<file path="src/rtl/serial_tx.sv">
// Serial transmitter: start bit, DATA_W data bits LSB first, optional even parity, stop bit.
// All outputs come from registers; Q_n is the complement of the registered line.
module serial_tx #(
  parameter int unsigned DATA_W       = 8,
  parameter int unsigned CLKS_PER_BIT = 4,
  parameter bit          PARITY_EN    = 1'b0
) (
  input  logic              clk,
  input  logic              clr,
  input  logic [DATA_W-1:0] D,
  input  logic              load,
  output logic              ready,
  output logic              Q,
  output logic              Q_n
);

  localparam int unsigned CntW = $clog2(CLKS_PER_BIT + 1);
  localparam int unsigned IdxW = $clog2(DATA_W + 1);
  localparam logic [CntW-1:0] CntLast = CntW'(CLKS_PER_BIT - 1);
  localparam logic [IdxW-1:0] IdxLast = IdxW'(DATA_W - 1);

  typedef enum logic [2:0] {
    StIdle,
    StStart,
    StData,
    StParity,
    StStop
  } state_e;

  state_e            state_q;
  logic [CntW-1:0]   cnt_q;
  logic [IdxW-1:0]   idx_q;
  logic [DATA_W-1:0] shift_q;
  logic              parity_q;
  logic              q_q;
  logic              ready_q;

  logic bit_done;
  assign bit_done = (cnt_q == CntLast);

  always_ff @(posedge clk or posedge clr) begin
    if (clr) begin
      state_q  <= StIdle;
      cnt_q    <= '0;
      idx_q    <= '0;
      shift_q  <= '0;
      parity_q <= 1'b0;
      q_q      <= 1'b1;
      ready_q  <= 1'b1;
    end else begin
      unique case (state_q)
        StIdle: begin
          if (load) begin
            shift_q  <= D;
            parity_q <= ^D;
            state_q  <= StStart;
            q_q      <= 1'b0;
            ready_q  <= 1'b0;
            cnt_q    <= '0;
            idx_q    <= '0;
          end
        end
        StStart: begin
          if (bit_done) begin
            cnt_q   <= '0;
            idx_q   <= '0;
            state_q <= StData;
            q_q     <= shift_q[0];
            shift_q <= shift_q >> 1;
          end else begin
            cnt_q <= cnt_q + 1'b1;
          end
        end
        StData: begin
          if (bit_done) begin
            cnt_q <= '0;
            if (idx_q == IdxLast) begin
              if (PARITY_EN) begin
                state_q <= StParity;
                q_q     <= parity_q;
              end else begin
                state_q <= StStop;
                q_q     <= 1'b1;
              end
            end else begin
              idx_q   <= idx_q + 1'b1;
              q_q     <= shift_q[0];
              shift_q <= shift_q >> 1;
            end
          end else begin
            cnt_q <= cnt_q + 1'b1;
          end
        end
        StParity: begin
          if (bit_done) begin
            cnt_q   <= '0;
            state_q <= StStop;
            q_q     <= 1'b1;
          end else begin
            cnt_q <= cnt_q + 1'b1;
          end
        end
        StStop: begin
          if (bit_done) begin
            cnt_q   <= '0;
            state_q <= StIdle;
            ready_q <= 1'b1;
          end else begin
            cnt_q <= cnt_q + 1'b1;
          end
        end
        default: begin
          state_q <= StIdle;
          cnt_q   <= '0;
          q_q     <= 1'b1;
          ready_q <= 1'b1;
        end
      endcase
    end
  end

  assign Q     = q_q;
  assign Q_n   = ~q_q;
  assign ready = ready_q;

endmodule

</file>
<file path="config.mk">
export PLATFORM = sky130hd
export DESIGN_NAME = serial_tx
export DESIGN_NICKNAME = d
export VERILOG_FILES = /design/src/rtl/serial_tx.sv
export SDC_FILE = /design/constraint.sdc
export NUM_CORES = 1
export LEC_CHECK = 0
export ABC_AREA = 1
export CORE_MARGIN = 1
export CORE_UTILIZATION = 45
export DETAILED_ROUTE_END_ITERATION = 8
export GPL_TIMING_DRIVEN = 0
export PLACE_DENSITY = 0.67
export SLEW_MARGIN = 20
export SYNTH_ARGS = -nofsm -noshare
export SYNTH_HDL_FRONTEND = slang
export SYNTH_SLANG_ARGS = --single-unit
</file>
<file path="constraint.sdc">
create_clock -name clk -period 2 [get_ports clk]
set_clock_uncertainty 0.1 [all_clocks]
set_input_delay 0.4 -clock clk [delete_from_list [all_inputs] [get_ports clk]]
set_output_delay 0.4 -clock clk [all_outputs]
set_load 0.05 [all_outputs]
</file>
==> reports/results.txt <==
The H-tree depth is 1, and the number of nets produced by synthesis is 170. The power per cell area was 1520 nW/um2; the pre-CTS setup slack was 181.4 ps. From left edge to right edge, the die measures 53.13 um. Along the worst hold path, the cell count comes to 2.

The met1 routing resource usage after global routing was 0.2350; the count of input and output buffers was 13. Row generation in the floorplan step produced 18 rows. The final worst-path cycle share is 0.9476. Clock tree synthesis found a total of 20 sinks.

The run gives 0.3439 as the met2 layer usage reported by global route. Traced cell by cell, the critical path runs through dlygate4sd2_1. The initial antenna violation count was 0. The post-synthesis sequential element count was 20.

Summed over all failing endpoints, the final setup total negative slack is 0 ps. For the worst setup path, the data required time is 1500 ps. Setup slack closes at 104.9 ps. Global-route track usage on met3: 0.02586. Entering global routing, the biggest net connects 21 pins.

The detailed router finished its first iteration with 19 violations. The run gives 1720 um as the detailed-placement wirelength estimate. Reg-to-reg endpoint: shift_q[5].

Number of antenna-violating nets in the routed design: 0. Pin placement for this block handled 14 I/O pins. For the number of different library cells in the post-synthesis netlist, the log shows 25.

The path class of the tightest hold or removal check is reg2reg. The hold buffer count at cts is 0. The logs give 0.4747 for the effective utilization at floorplan and 4 for the count of TritonRoute iterations in the first routing pass. The first global-routing pass estimated 3960 um of wire. The run gives 3 as the number of CTS-inserted buffers. The tools report the final global-route overflow total as 0. Ranked by total cell area, the synthesized netlist is headed by sky130_fd_sc_hd__dfrtp_1, sky130_fd_sc_hd__nand2_1, sky130_fd_sc_hd__inv_1. STA puts the critical path data arrival time at 1400 ps. The share of the synthesized area in the top cell type was 0.3830; the area taken by flip-flops and latches was 503.0 um2. The average cell area after synthesis is 7.491 um2, and the final weighted congestion in routability-driven placement is 0.8757.

The tools report the number of max-cap violations as 0. In this run the most critical hold path is launched from ready. In the final layout, the multi-input gates occupy 581.8 um2. The worst hold path terminates at ready. TritonCTS built the clock tree. Count of antenna diodes in the layout: 0. Library cell occupying the most area in the post-synthesis netlist: sky130_fd_sc_hd__dfrtp_1.

Summing every instance area after synthesis gives 1176 um2. The clock-pin slew on the worst setup and hold paths came out at 110 ps. The routed layout has 1014 vias. For the final hold violation count, the log shows 0. Biggest fanout along the worst timing path: 3.

The run gives 188 as the number of nets in the layout. Static timing analysis puts the maximum clock frequency at 527.7 MHz. For this block, the routed nets add up to 2346 um of wire. Counting the fill cells in the layout gives 253. The startpoint of the worst register-to-register path is cnt_q[0]. met2 is the most crowded layer.

Critical path capture point type: an output pin. For the worst-skew pair, the clock arrives at the later sink with an insertion delay of 310 ps. Time the final worst path needs with I/O delays and setup: 1895 ps. The tools report the buffer cell driving the clock tree root as sky130_fd_sc_hd__clkbuf_4.

For the worst vdd rail ir drop, the log shows 0.0007670 V. The number of cells on the worst reg-to-reg path is 7. In the routed design, unresolved DRC markers number 0. The floorplan die area came out at 2822 um2. The area growth from synthesis to layout is 17.02%. The logs give 2477 um2 for the total core area and 0 for the number of warnings issued by yosys. Once the clock tree was built, the setup fixing pass inserted 0 buffers. The critical path is of the reg2out type. The floorplan step set the die height to 53.13 um. STA classifies the critical path startpoint as a flip-flop. The max-slew headroom at the worst pin was 0.4863; the actual slew at the worst max-slew pin was 769.8 ps. The tools report the number of global-route vias before repair as 952. The fraction of layout instances using a drive strength above 1 was 0.1092; the routed wirelength normalized by instance count was 11.50 um. The tools report the register area share after synthesis as 0.4277.

Counting along the longest clock path gives a buffer depth of 2. In the routed layout, each cell is associated on average with a via count of 4.971. The delay contributed by the slowest stage of the critical path was 560 ps; the number of setup violations in the final report was 0. Number of buffers and inverters on the critical path: 1. The total count of max-transition violations in the final report came out at 0. The run finished with clean final reports. The critical path's slowest cell was sky130_fd_sc_hd__dfstp_2. The dominant delay contributor by cell family on the critical path is flip-flops.

Setup repair after global routing left no endpoint under its margin. In this run the static leakage power is 0.7392 nW. Overall fraction of global-route tracks in use: 0.1972. Synthesis produced 157 cells.

The internal reg-to-reg setup slack is 280 ps.
worst reg2reg max path: cells and delay by family (launching register included):
family | cells | cell delay, ps
AO/OA/AOI/OAI | 2 | 330
adder cells (fa/ha/maj) | 1 | 220
flip-flops | 1 | 400
buffers and inverters | 2 | 370
AND/OR/NAND/NOR | 2 | 250
Yosys cell counts, drive strengths merged:
cell / number
xor2: 1
nor2: 10
ha: 2
buf: 3
nand3b: 2
dfstp: 2
xnor2: 1
a21boi: 1
or2: 1
nand4: 1
a21oi: 3
inv: 17
o21ai: 14
nand3: 13
nand2: 68
dfrtp: 18
where the power goes:
group	switching (W)	leakage (nW)	internal [W]	total [W]
clock	0.000131	0.0210	0.000111	0.000242
combinational	0.000765	0.463	0.000404	0.00117
sequential	0.000113	0.255	0.000569	0.000681
how the worst max path moves through the flow:
stage / cells past startpoint / startpoint / endpoint
2_1_floorplan: 7 / cnt_q[0] / shift_q[4]
3_3_place_gp: 1 / Q / Q
3_5_place_dp: 1 / Q / Q
4_1_cts: 1 / Q / Q
5_1_grt: 1 / Q / Q
6_report: 1 / Q / Q
metal layers:
| layer | vias to the layer above | routed length (um) |
|---|---|---|
| met5 | - | 0 |
| met4 | 0 | 51 |
| met3 | 5 | 63 |
| met2 | 13 | 1163 |
| met1 | 473 | 1068 |
| li1 | 523 | - |
final cells by class:
cell class                      count  share of cell area
Buffer                              3             0.02000
Sequential cell                    20              0.3655
Timing Repair Buffer               13             0.09182
Clock buffer                        4             0.02636
Multi-Input combinational cell    117              0.4227
Inverter                           17             0.04636
Tap cell                           30             0.02727
flip-flops by register name, summed over array words and instances (netlist names):
register  cells
idx_q         4
state_q       3
Q             1
shift_q       8
cnt_q         3
ready         1
cell families (layout without fill, tap and decap cells):
group	count (synthesis)	count (layout)	share of synthesized area
fa+ha+maj	2	2	0.02127
compound gates	18	18	0.08831
buf+inv	20	37	0.07765
xor+xnor	2	2	0.01490
flops	20	20	0.4277
simple gates	95	95	0.3702
repair_timing:
action,4_1_cts,5_1_grt
endpoints found under the hold margin,0,0
resized for setup,3,0
endpoints found under the setup margin,3,0
stage by stage:
step	hold slack, ps	cell area [um2]	power, W	cells	utilization
2_1_floorplan	262.3	1176	0.001603	157	-
3_3_place_gp	359.1	1344	0.001841	200	0.5424
3_5_place_dp	367.4	1344	0.001890	200	0.5424
4_1_cts	383.5	1376	0.002122	204	0.5556
5_1_grt	420.5	1376	0.002297	204	0.5556
6_report	379.6	1376	0.002092	204	0.5556
layout by cell type (no fill, tap or decap), types with 2 or more instances in the layout:
master,instances
sky130_fd_sc_hd__nand3_1,11
sky130_fd_sc_hd__dfrtp_1,18
sky130_fd_sc_hd__dfstp_2,2
sky130_fd_sc_hd__clkbuf_4,3
sky130_fd_sc_hd__clkdlybuf4s50_1,10
sky130_fd_sc_hd__dlygate4sd2_1,3
sky130_fd_sc_hd__nor2_1,8
sky130_fd_sc_hd__o21ai_0,6
sky130_fd_sc_hd__inv_1,15
sky130_fd_sc_hd__buf_6,2
sky130_fd_sc_hd__o21ai_1,8
sky130_fd_sc_hd__nand3_4,2
sky130_fd_sc_hd__inv_2,2
sky130_fd_sc_hd__ha_1,2
sky130_fd_sc_hd__a21oi_1,2
sky130_fd_sc_hd__nand2_1,67
No activity file was read; power rests on OpenSTA's default activity.
